--- src/rtl/seq_cnt_pkg.sv ---
// Shared constants and helpers for the arbitrary-sequence counter.
package seq_cnt_pkg;

  localparam logic DIR_FWD = 1'b0;
  localparam logic DIR_REV = 1'b1;

  // 0000->1101->1011->1001->0110->1100->0011->1111, entry 0 in the LSBs.
  localparam logic [31:0] SEQ_DEFAULT = 32'hF3C69BD0;

  function automatic int unsigned idx_w(input int unsigned n);
    return (n < 2) ? 1 : $clog2(n);
  endfunction

endpackage

--- src/rtl/seq_cnt_match.sv ---
// Combinational LENGTH-way lookup of a code in the sequence table.
module seq_cnt_match
  import seq_cnt_pkg::*;
#(
  parameter int unsigned WIDTH  = 4,
  parameter int unsigned LENGTH = 8,
  parameter logic [LENGTH*WIDTH-1:0] SEQ = SEQ_DEFAULT
) (
  input  logic [WIDTH-1:0]         code,
  output logic                     hit,
  output logic [idx_w(LENGTH)-1:0] index
);

  localparam int unsigned IW = idx_w(LENGTH);

  // Entries are distinct, so at most one compare fires.
  always_comb begin
    hit   = 1'b0;
    index = '0;
    for (int unsigned i = 0; i < LENGTH; i++) begin
      if (SEQ[i*WIDTH +: WIDTH] == code) begin
        hit   = 1'b1;
        index = IW'(i);
      end
    end
  end

endmodule

--- src/rtl/seq_cnt.sv ---
// Arbitrary-sequence counter with load, wrap pulse and illegal-state recovery.
// Define SEQ_CNT_ILLEGAL_ERR_EN to build the sticky err flag and port.
module seq_cnt
  import seq_cnt_pkg::*;
#(
  parameter int unsigned WIDTH  = 4,
  parameter int unsigned LENGTH = 8,
  parameter logic [LENGTH*WIDTH-1:0] SEQ = SEQ_DEFAULT
) (
  input  logic                     clk,
  input  logic                     clear,
  input  logic                     en,
  input  logic                     dir,
  input  logic                     ld,
  input  logic [WIDTH-1:0]         ld_val,
  input  logic                     clr_err,
  output logic [WIDTH-1:0]         q,
  output logic [idx_w(LENGTH)-1:0] idx,
  output logic                     legal,
  output logic                     wrap
`ifdef SEQ_CNT_ILLEGAL_ERR_EN
  ,
  output logic                     err
`endif
);

  localparam int unsigned      IW   = idx_w(LENGTH);
  localparam logic [WIDTH-1:0] SEQ0 = SEQ[WIDTH-1:0];
  localparam logic [IW-1:0]    LAST = IW'(LENGTH - 1);

  logic            q_hit, ld_hit;
  logic [IW-1:0]   q_index, ld_index, nxt_index;
  logic [WIDTH-1:0] nxt_code;
  logic            nxt_wrap;
  logic            ill_evt;

  seq_cnt_match #(.WIDTH(WIDTH), .LENGTH(LENGTH), .SEQ(SEQ)) u_match_q (
    .code  (q),
    .hit   (q_hit),
    .index (q_index)
  );

  seq_cnt_match #(.WIDTH(WIDTH), .LENGTH(LENGTH), .SEQ(SEQ)) u_match_ld (
    .code  (ld_val),
    .hit   (ld_hit),
    .index (ld_index)
  );

  assign legal   = q_hit;
  assign ill_evt = !ld && en && !q_hit;

  always_comb begin
    nxt_wrap = 1'b0;
    if (dir == DIR_FWD) begin
      if (q_index == LAST) begin
        nxt_index = '0;
        nxt_wrap  = 1'b1;
      end else begin
        nxt_index = q_index + 1'b1;
      end
    end else begin
      if (q_index == '0) begin
        nxt_index = LAST;
        nxt_wrap  = 1'b1;
      end else begin
        nxt_index = q_index - 1'b1;
      end
    end
    nxt_code = SEQ0;
    for (int unsigned i = 0; i < LENGTH; i++) begin
      if (nxt_index == IW'(i)) nxt_code = SEQ[i*WIDTH +: WIDTH];
    end
  end

  always_ff @(posedge clk or posedge clear) begin
    if (clear) begin
      q    <= SEQ0;
      idx  <= '0;
      wrap <= 1'b0;
    end else if (ld) begin
      q    <= ld_val;
      idx  <= ld_hit ? ld_index : '0;
      wrap <= 1'b0;
    end else if (en) begin
      if (q_hit) begin
        q    <= nxt_code;
        idx  <= nxt_index;
        wrap <= nxt_wrap;
      end else begin
        // Unused code: force back onto the sequence regardless of dir.
        q    <= SEQ0;
        idx  <= '0;
        wrap <= 1'b0;
      end
    end else begin
      wrap <= 1'b0;
    end
  end

`ifdef SEQ_CNT_ILLEGAL_ERR_EN
  // Set has priority over clr_err.
  always_ff @(posedge clk or posedge clear) begin
    if (clear) begin
      err <= 1'b0;
    end else if (ill_evt) begin
      err <= 1'b1;
    end else if (clr_err) begin
      err <= 1'b0;
    end
  end
`else
  logic unused_err_inputs;
  assign unused_err_inputs = clr_err ^ ill_evt;
`endif

endmodule

--- config.mk ---
export PLATFORM = sky130hd
export DESIGN_NAME = seq_cnt
export DESIGN_NICKNAME = d
export VERILOG_FILES = /design/src/rtl/seq_cnt_pkg.sv /design/src/rtl/seq_cnt_match.sv /design/src/rtl/seq_cnt.sv
export SDC_FILE = /design/constraint.sdc
export NUM_CORES = 1
export LEC_CHECK = 0
export ABC_AREA = 1
export BUFFER_PORTS_ARGS = -buffer_cell sky130_fd_sc_hd__buf_2
export CAP_MARGIN = 20
export CORE_MARGIN = 10
export CORE_UTILIZATION = 54
export DETAILED_ROUTE_END_ITERATION = 16
export MAX_ROUTING_LAYER = met4
export PLACE_DENSITY = 0.81
export SLEW_MARGIN = 15
export SYNTH_ARGS = -nofsm -noshare
export SYNTH_HDL_FRONTEND = slang
export SYNTH_SLANG_ARGS = --single-unit
--- constraint.sdc ---
create_clock -name clk -period 3 [get_ports clk]
set_clock_uncertainty 0.1 [all_clocks]
set_input_delay 0.15 -clock clk [delete_from_list [all_inputs] [get_ports clk]]
set_output_delay 0.15 -clock clk [all_outputs]
set_load 0.005 [all_outputs]
==> run_results.csv, run 1 <==
group,metric,value,unit
setup_path,crit_family,"simple AND/OR/NAND/NOR gates",
logic_synthesis,ys_seq_elements,8,
clock_network,cts-resized-gates,0,
sta,rsz0062_at_grt,"false",
route,viasPerCell,5.196,
setup_path,worstPathArrival,2.33,ns
global_route,grt_max_degree,10,
logic_synthesis,yosys_warnings,0,
cells_and_area,drive_gt1_share,20.28,%
logic_synthesis,ys_seq_area_share,27.54,%
setup_path,crit_buf_inv,3,
clock_network,cts_tree,"done",
sta,slew_viol_final,0,
die,die_h,56.69,um
clock_network,clock_latency,0.26,ns
logic_synthesis,post_synth_num_cell_types,17,
sta,fin_tns_setup,0,ns
cells_and_area,n_antenna_cell,0,
setup_path,cp-end-kind,"flop",
cells_and_area,final_area,863.3,sq um
sta,layout_min_cycle_time,2.258,ns
min_path,hp-class,"in2reg",
sta,hold_violations,0,
clock_network,clockRootBuffer,"clkbuf_4",
die,dieWidth,56.69,um
setup_path,path_class,"reg2reg",
global_route,grt_pass1_vias,804,
route,vias,821,
clock_network,cts_setup_buffers,0,
sta,max_slew_margin,74.29,%
route,drt_drc_violations_left,0,
job,cap_violations,0,
clock_network,cts_buffer_depth,2,
route,drtIter0Drc,25,
clock_network,holdBufCountCts,1,
pwr,power_leakage,0.5556,nW
sta,clock.fmax,0.4430,GHz
die,initial_core_util,56.57,%
logic_synthesis,synth.avg_cell_area,5.959,sq um
run_status,status,"finished, final reports clean",
die,dieArea,3214,sq um
route,detail-route-antenna-nets,0,
die,io_pins,19,
clock_network,cts_buffers,3,
pwr,ir_drop,0.3323,mV
global_route,overflow,0,
pwr,power_per_cell_area,738.4,nW/um^2
setup_path,cpMostUsedCell,"inv_1",
setup_path,startpoint_type,"flop",
sta,setup-violations-final,0,
clock_network,clock_sinks,8,
placement,hpwl,1.539,mm
logic_synthesis,netlist_instances,122,
setup_path,slowest_stage,"dfrtp_1",
cells_and_area,final_common_cell,"nand2_1",
logic_synthesis,synth_nets,136,
cells_and_area,syn2layout_area_growth,18.76,%
sta,fin_crit_sh,75.25,%
die,rows,13,
global_route,antenna_found_initial,0,
placement,routabilityCongestion,0.7975,
sta,worst_slew_pin_slew,0.3842,ns
clock_network,h-tree-depth,1,
route,drt-pass1-iter-count,5,
cells_and_area,final_nets,159,
setup_path,worst_path_largest_cell_delay,0.43,ns
setup_path,crit_path_cell_trace,"inv_1 -> nand2_1 -> inv_1 -> o21ai_2 -> inv_1 -> ha_1 -> ha_1 -> or2_2 -> nand2_2 -> nand2_1 -> a21oi_1",
cells_and_area,final_cell_mix,"nand2_1, inv_1, nor2_1, buf_2, dfrtp_1",
die,core_area,1285,sq um
route,routed_wl,1.885,mm
global_route,grt_pass1_wl,3.284,mm
logic_synthesis,syn_area,726.9,sq um
placement,place_area,830.8,sq um
setup_path,critPathRequiredTime,3.07,ns
placement,portBuffers,17,
route,wl_per_cell,11.93,um
setup_path,path_max_fanout,5,
clock_network,clkSlewWorstSetupHoldPaths,0.06,ns
global_route,grt_usage,12.51,%
## worst register-to-register path, delay by kind of cell, from the launching register on
kind            cells  cell delay, ns
simple gates        4            0.56
fa+ha+maj           2            0.49
flops               1            0.43
compound gates      2            0.37
buf+inv             3            0.23
## worst paths after layout
path,startpoint,end,slack [ns],depth (start not counted)
setup / recovery,q[1],q[3],0.74,11
hold / removal,en,wrap,0.07,3
setup reg to reg,q[1],q[3],0.74,11
hold reg to reg,idx[2],idx[2],0.43,2
max in group asynchronous,clear,idx[1],2.26,3
min in group asynchronous,clear,idx[2],0.29,3
## registers in the layout, summed over array words and instances, names as in the netlist
register  flops
wrap          1
idx           3
q             4
## routing by layer
| layer | global-route usage (%) | up-vias | wire, um |
|---|---|---|---|
| li1 | - | 423 | - |
| met1 | 12.38 | 372 | 831 |
| met2 | 21.32 | 22 | 910 |
| met3 | 6.067 | 4 | 125 |
| met4 | 3.436 | 0 | 18 |
| met5 | - | - | 0 |
## power breakdown
part	total, mW	internal (mW)	switching [mW]
sequential	0.178	0.138	0.0406
combinational	0.371	0.142	0.229
clock	0.0883	0.0462	0.0421
total	0.638	0.326	0.312
## metrics by stage
| stage | setup slack [ns] | hold slack [ns] | total power [mW] | util, % | std cells |
|---|---|---|---|---|---|
| floorplan | 0.9959 | -0.1343 | 0.4393 | - | 122 |
| global placement | 0.8429 | 0.008711 | 0.5365 | 64.65 | 154 |
| detailed placement | 0.7538 | 0.02046 | 0.5526 | 64.65 | 154 |
| CTS | 0.7303 | 0.06573 | 0.6423 | 67.19 | 158 |
| global route | 0.5817 | 0.08574 | 0.7116 | 67.19 | 158 |
| finish | 0.7425 | 0.06855 | 0.6375 | 67.19 | 158 |
## final cells by class
type	instances	area (sq um)
inverter	24	90.09
multi-input combinational	90	436.7
tap	15	18.77
fill	123	421.7
clock buffer	3	22.52
sequential	8	200.2
timing repair buffer	18	95.09
## synthesized netlist by cell type
cell type	number	share of area, %
nand2_1	32	17
inv_1	23	12
nor2_1	23	12
dfrtp_1	8	28
a21oi_1	6	4.1
o21ai_0	6	4.1
nand2_2	5	4.3
nand3_1	5	3.4
ha_1	4	6.9
a22oi_1	2	2.1
o211ai_1	2	2.1
a31oi_1	1	0.86
inv_2	1	0.52
nand4_1	1	0.86
nor2_2	1	0.86
o21ai_2	1	1.2
or2_2	1	0.86
## cells by family (layout without fill, tap and decap cells)
group	after synthesis	in the layout	synth area share [%]
adders and majority gates	4	4	6.885
buffers and inverters	24	45	12.39
DFF	8	8	27.54
AOI/OAI and AO/OA	18	18	14.46
and+or+nand+nor	68	68	38.73
No activity file was read; power rests on OpenSTA's default activity.
==> run 2: changes to the inputs <==
--- a/config.mk
+++ b/config.mk
@@ -9,10 +9,10 @@
 export BUFFER_PORTS_ARGS = -buffer_cell sky130_fd_sc_hd__buf_2
 export CAP_MARGIN = 20
 export CORE_MARGIN = 10
-export CORE_UTILIZATION = 54
+export CORE_UTILIZATION = 46
 export DETAILED_ROUTE_END_ITERATION = 16
 export MAX_ROUTING_LAYER = met4
-export PLACE_DENSITY = 0.81
+export PLACE_DENSITY = 0.74
 export SLEW_MARGIN = 15
 export SYNTH_ARGS = -nofsm -noshare
 export SYNTH_HDL_FRONTEND = slang
==> constraint.sdc (replaced) <==
create_clock -name clk -period 1.91 [get_ports clk]
set_clock_uncertainty 0.1 [all_clocks]
set_input_delay 0.0955 -clock clk [delete_from_list [all_inputs] [get_ports clk]]
set_output_delay 0.0955 -clock clk [all_outputs]
set_load 0.005 [all_outputs]
==> run 2 against run 1 <==
The run now ends with negative hold slack, negative setup slack left. Utilization up 8.0 points. Setup slack worse by 0.75 ns. Final cell count up 14%. Wire length up 20%. Cell area up 31%. Clock power up 61%. Sequential cell count unchanged. Sequential share of layout area down 5.3 points. Non-clock buffer count up 21.
==> run_results.csv, run 2 (synthesis results as in run 1) <==
group,metric,value,unit
clock_network,cts_buffers,3,
min_path,hold_end,"q[2]",
pwr,p_int,0.7410,mW
setup_path,cp-end-kind,"flop",
cells_and_area,final_nets,180,
pwr,combPwrFrac,70.5,%
sta,setup-violations-final,1,
sta,clock.fmax,0.5206,GHz
sta,worst_slew_pin_slew,0.3633,ns
die,io_pins,19,
die,core_area,1506,sq um
pwr,clkPwrFrac,10.1,%
cells_and_area,largest-register,"q",
die,die_h,59.76,um
route,drtIter0Drc,23,
clock_network,cts_buffer_depth,2,
cells_and_area,largest_registers,"q (4), idx (3), wrap (1)",
global_route,grt_pass1_wl,3.767,mm
cells_and_area,multi_input_area,538.0,sq um
setup_path,path_class,"reg2reg",
pwr,ir_drop,0.8387,mV
sta,fin_crit_sh,100.6,%
sta,fin_tns_setup,-0.01101,ns
clock_network,clockRootBuffer,"clkbuf_4",
placement,post-place-cells,169,
global_route,grt_usage,13.91,%
route,detail-route-antenna-nets,0,
placement,portBuffers,17,
setup_path,worstPathArrival,1.98,ns
cells_and_area,largest_register_ffs,4,
min_path,hold_start,"ld_val[2]",
setup_path,reg2reg_to,"q[1]",
cells_and_area,n_antenna_cell,0,
setup_path,path_max_fanout,4,
clock_network,clkSlewWorstSetupHoldPaths,0.06,ns
placement,hpwl,1.601,mm
pwr,switching_share,47.25,%
job,cap_violations,0,
die,initial_core_util,48.26,%
setup_path,reg2reg_slack,-0.01,ns
die,rows,14,
route,drt-pass1-iter-count,4,
sta,hold_ws,-0.002558,ns
sta,hold_violations,1,
setup_path,worst_path_largest_cell_delay,0.42,ns
route,wl_per_cell,12.53,um
setup_path,r2r_start,"q[1]",
route,routed_wl,2.256,mm
global_route,overflow,0,
global_route,grt_max_degree,9,
sta,layout_setup_ws,-0.01101,ns
setup_path,crit_path_cell_trace,"buf_6 -> nand2_1 -> inv_2 -> nand3_4 -> buf_4 -> nand3_2 -> ha_4 -> or2_4 -> nand2_4 -> nand2_1 -> nand2_1 -> nand2_1",
run_status,status,"complete, but fails checks",
die,dieArea,3571,sq um
cells_and_area,fin_cells,180,
cells_and_area,register_area,202.7,sq um
die,dieWidth,59.76,um
pwr,power_leakage,0.6640,nW
route,viasPerCell,5.061,
cells_and_area,syn2layout_area_growth,55.77,%
setup_path,reg2reg_depth,12,
global_route,grt_pass1_vias,890,
pwr,p_switching,0.6637,mW
pwr,power_frac_seq,19.4,%
setup_path,slowest_stage,"dfrtp_1",
run_status,violations,"negative hold slack, negative setup slack",
cells_and_area,final_area,1132,sq um
cells_and_area,post-route-util,75.17,%
min_path,hp-class,"in2reg",
placement,routabilityCongestion,0.8497,
route,drt_drc_violations_left,0,
sta,rsz0062_at_grt,"true",
clock_network,cts_tree,"done",
cells_and_area,drive_gt1_share,45.12,%
route,vias,911,
sta,slew_viol_final,0,
min_path,holdPathStages,3,
sta,layout_min_cycle_time,1.921,ns
clock_network,clock_sinks,8,
global_route,antenna_found_initial,0,
clock_network,h-tree-depth,1,
pwr,power_per_cell_area,1241,nW/um^2
clock_network,clock_latency,0.27,ns
cells_and_area,final_common_cell,"nand2_1",
sta,max_slew_margin,75.69,%
cells_and_area,fill_cells,110,
setup_path,critPathRequiredTime,1.97,ns
placement,place_area,942.2,sq um
setup_path,cpMostUsedCell,"nand2_1",
cells_and_area,final_cell_mix,"nand2_1, nor2_1, buf_4, buf_2, inv_1",
setup_path,startpoint_type,"flop",
## run 2: cell types whose count changed in the layout (fill, tap and decap cells not counted), moves of 3 or more
cell and delta:
buf_4 +19, inv_1 -8, inv_2 +8, nand2_1 -3, nand2_4 +3, nand3_1 -3, nor2_1 -4, nor2_2 +4
## run 2: metal layers
layer | track usage, % | share of wire, % | vias to the layer above
met1 | 14.82 | 42 | 405
li1 | - | - | 461
met4 | 7.692 | 3.5 | 0
met2 | 21.76 | 47 | 34
met5 | - | 0 | -
met3 | 5.085 | 7.4 | 11
## run 2: final cells by class
| type | instances | area share [%] |
|---|---|---|
| multi-input cells | 90 | 47.51 |
| flip-flops and latches | 8 | 17.90 |
| well taps | 16 | 1.768 |
| clock buffers | 3 | 1.989 |
| repair buffers | 39 | 22.87 |
| inverters | 24 | 7.956 |
## run 2: worst max-delay path: cells and delay by family, from the launching register on
family,cells,cell delay [ns]
buffers and inverters,3,0.31
adder cells (fa/ha/maj),1,0.26
flip-flops,1,0.42
AND/OR/NAND/NOR,8,0.71
## run 2: worst max path at each step
stage          start   end  slack, ns  cells past startpoint
2_1_floorplan   q[1]  q[2]       0.02                     12
3_3_place_gp    q[2]  q[0]      -0.06                     12
3_5_place_dp    q[2]  q[0]       -0.1                     12
4_1_cts         q[1]  q[1]       0.01                     12
5_1_grt         q[1]  q[0]      -0.11                     12
6_report        q[1]  q[1]      -0.01                     12
## run 2: power groups by stage
stage / registers, mW / logic, mW / clock network, mW
finish: 0.273 / 0.991 / 0.142
global route: 0.284 / 1.10 / 0.152
CTS: 0.267 / 0.815 / 0.141
detailed placement: 0.270 / 0.740 / 0
global placement: 0.265 / 0.720 / 0
floorplan: 0.276 / 0.421 / 0
## run 2: stage by stage
stage / total power, mW / hold slack, ns / setup slack, ns
finish: 1.405 / -0.002558 / -0.01101
global route: 1.533 / 0.04032 / -0.1103
detailed placement: 1.010 / -0.03870 / -0.09612
floorplan: 0.6967 / -0.1888 / 0.01541
CTS: 1.223 / 0.002728 / 0.009668
global placement: 0.9852 / -0.04946 / -0.05715
## run 2: what timing repair did
item	in CTS	in global routing
resized for setup	9	23
hold endpoints to repair	9	0
hold buffers	2	0
setup endpoints to repair	6	7
pin swaps	2	11
gates cloned	0	0
setup buffers	4	2
==> run 3: changes to the inputs <==
--- a/config.mk
+++ b/config.mk
@@ -5,11 +5,10 @@
 export SDC_FILE = /design/constraint.sdc
 export NUM_CORES = 1
 export LEC_CHECK = 0
-export ABC_AREA = 1
 export BUFFER_PORTS_ARGS = -buffer_cell sky130_fd_sc_hd__buf_2
 export CAP_MARGIN = 20
 export CORE_MARGIN = 10
-export CORE_UTILIZATION = 46
+export CORE_UTILIZATION = 47
 export DETAILED_ROUTE_END_ITERATION = 16
 export MAX_ROUTING_LAYER = met4
 export PLACE_DENSITY = 0.74
==> run 3 against run 2 <==
The run ends with negative setup slack left. Total power is 3.3% lower. Sequential power is 17% lower. Cell area is 15% higher. Final cell count is 10% lower. Clock power is 11% higher. Hold slack better by 0.027 ns. Global-route usage is 1.8 points higher. Synthesized cell count is 17% lower. Register-to-register slack worse by 0.21 ns. Synthesized area is 10% higher. Via count is 5.5% higher. Utilization is 8.7 points higher. Critical endpoint is now q[3]. Largest cell class unchanged. Largest power group unchanged.
==> run_results.csv, run 3 <==
group,metric,value,unit
logic_synthesis,synth_top_area_share,25.00,%
pwr,ir_drop,0.7523,mV
placement,place_area,1065,sq um
clock_network,cts_buffer_depth,2,
cells_and_area,final_nets,161,
sta,setup-violations-final,7,
sta,layout_setup_ws,-0.2189,ns
logic_synthesis,synth.avg_cell_area,7.928,sq um
route,wl_per_cell,17.25,um
cells_and_area,syn2layout_area_growth,63.28,%
logic_synthesis,ys_seq_area_share,25.00,%
logic_synthesis,synth_commonest_cells,"a21oi_1, inv_1, dfrtp_1, nand2_1, nor2_1",
logic_synthesis,synth_area_leader_cell,"dfrtp_1",
pwr,power_frac_seq,16.7,%
setup_path,worstPathArrival,2.24,ns
cells_and_area,final_common_cell,"buf_4",
route,routed_wl,2.794,mm
route,vias,961,
route,drt_drc_violations_left,0,
placement,hpwl,1.897,mm
logic_synthesis,yosys_warnings,0,
job,cap_violations,0,
route,drt-pass1-iter-count,4,
sta,fin_tns_setup,-1.098,ns
setup_path,reg2reg_slack,-0.22,ns
clock_network,h-tree-depth,1,
global_route,grt_usage,15.68,%
logic_synthesis,netlist_instances,101,
cells_and_area,drive_gt1_share,59.59,%
setup_path,crit_family,"simple AND/OR/NAND/NOR gates",
route,drtIter0Drc,33,
clock_network,clock_sinks,8,
run_status,status,"complete, but fails checks",
die,io_pins,19,
logic_synthesis,synth_nets,115,
global_route,grt_pass1_wl,4.250,mm
placement,routabilityCongestion,0.8461,
global_route,antenna_found_initial,0,
logic_synthesis,syn_area,800.8,sq um
min_path,hp-class,"in2reg",
clock_network,clkSlewWorstSetupHoldPaths,0.07,ns
setup_path,crit_path_cell_trace,"inv_2 -> maj3_2 -> and2_4 -> inv_4 -> ha_4 -> nor2b_1 -> a21oi_1 -> nor2_1 -> nand2_1 -> nor3_2 -> o32a_1",
die,core_area,1559,sq um
placement,portBuffers,17,
sta,rsz0062_at_grt,"true",
pwr,p_switching,0.5553,mW
logic_synthesis,synthTopCellsByArea,"dfrtp_1, ha_1, a21oi_1, inv_1, maj3_1",
pwr,power_per_cell_area,1039,nW/um^2
die,dieArea,3755,sq um
logic_synthesis,ys.flop_type,"dfrtp_1",
sta,max_slew_margin,78.40,%
global_route,grt_max_degree,15,
cells_and_area,final_cell_mix,"buf_4, buf_2, a21oi_1, nand2_1",
logic_synthesis,async_flop_share,100.0,%
setup_path,worst_path_largest_cell_delay,0.41,ns
cells_and_area,fin_cells,162,
die,die_h,61.28,um
sta,worst_slew_pin_slew,0.3237,ns
clock_network,cts_buffers,3,
clock_network,clockRootBuffer,"clkbuf_4",
die,dieWidth,61.28,um
run_status,violations,"negative setup slack",
cells_and_area,fill_cells,98,
placement,post-place-cells,147,
clock_network,cts_tree,"done",
cells_and_area,n_antenna_cell,0,
pwr,power_leakage,0.5753,nW
sta,slew_viol_final,0,
cells_and_area,largest_register_ffs,4,
setup_path,critPathRequiredTime,2.02,ns
clock_network,clock_latency,0.28,ns
logic_synthesis,post_synth_num_cell_types,41,
setup_path,path_max_fanout,5,
setup_path,cp-end-kind,"flop",
route,detail-route-antenna-nets,0,
cells_and_area,largest-register,"q",
setup_path,startpoint_type,"flop",
pwr,combPwrFrac,71.7,%
sta,fin_crit_sh,111.5,%
pwr,switching_share,40.87,%
route,viasPerCell,5.932,
logic_synthesis,ys_seq_elements,8,
sta,hold_violations,0,
sta,clock.fmax,0.4697,GHz
cells_and_area,largest_registers,"q (4), idx (3), wrap (1)",
pwr,clkPwrFrac,11.6,%
global_route,overflow,0,
cells_and_area,final_area,1308,sq um
sta,layout_min_cycle_time,2.129,ns
setup_path,path_class,"reg2reg",
setup_path,slowest_stage,"dfrtp_2",
setup_path,crit_buf_inv,2,
logic_synthesis,synth_edf_count,0,
die,rows,14,
die,initial_core_util,51.36,%
global_route,grt_pass1_vias,911,
pwr,p_int,0.8036,mW
-- run 3: what timing repair did --
item | in CTS | in global routing
hold buffers | 1 | 0
pin swaps | 8 | 9
resized for setup | 11 | 21
endpoints found under the setup margin | 7 | 9
buffers inserted | 6 | 4
hold endpoints to repair | 8 | 0
-- run 3: layout make-up --
cell class	count	area [sq um]	share of cell area [%]
inverters	9	36.28	2.775
flip-flops and latches	8	202.7	15.50
clock buffers	4	26.28	2.010
well taps	16	20.02	1.531
repair buffers	46	320.3	24.50
multi-input cells	79	701.9	53.68
-- run 3: metrics by stage --
step / hold slack [ns] / setup slack [ns] / utilization [%] / total power [mW]
finish: 0.02408 / -0.2189 / 83.87 / 1.359
global route: 0.03252 / -0.2646 / 83.87 / 1.438
CTS: 0.02930 / -0.1990 / 76.65 / 1.218
detailed placement: -0.04453 / -0.2284 / 68.30 / 0.9352
global placement: -0.05143 / -0.2034 / 68.30 / 0.9115
floorplan: -0.1889 / -0.1775 / - / 0.6635
-- run 3: worst paths after layout --
check                           from  endpoint  cells after the start
max                             q[2]      q[3]                     11
min                        ld_val[2]      q[2]                      3
max reg2reg                     q[2]      q[3]                     11
min reg2reg                   idx[1]    idx[1]                      2
max in group asynchronous      clear      q[0]                      3
min in group asynchronous      clear      q[1]                      3
-- run 3: tightest hold or removal path: cells and delay by family --
| family | cells | cell delay [ns] |
|---|---|---|
| compound gates | 2 | 0.15 |
| buf+inv | 1 | 0.12 |
-- run 3: cell families (layout without fill, tap and decap cells) --
kind of cell	after synthesis	count (layout)	synth area share [%]
simple gates	39	39	27.66
compound gates	31	31	27.19
xor+xnor	2	2	2.188
buf+inv	14	59	7.969
flops	8	8	25.00
fa+ha+maj	7	7	10.00
-- run 3: metal layers --
metal / global-route usage [%] / up-vias / wire length, um
li1: - / 464 / -
met1: 17.96 / 465 / 1228
met2: 25.44 / 27 / 1368
met3: 2.469 / 5 / 142
met4: 8.795 / 0 / 55
met5: - / - / 0
-- run 3: power by group through the flow --
stage	registers [mW]	clock network, mW	logic (mW)
finish	0.227	0.158	0.974
global route	0.230	0.163	1.05
CTS	0.226	0.152	0.840
detailed placement	0.228	0	0.707
global placement	0.225	0	0.687
floorplan	0.227	0	0.436
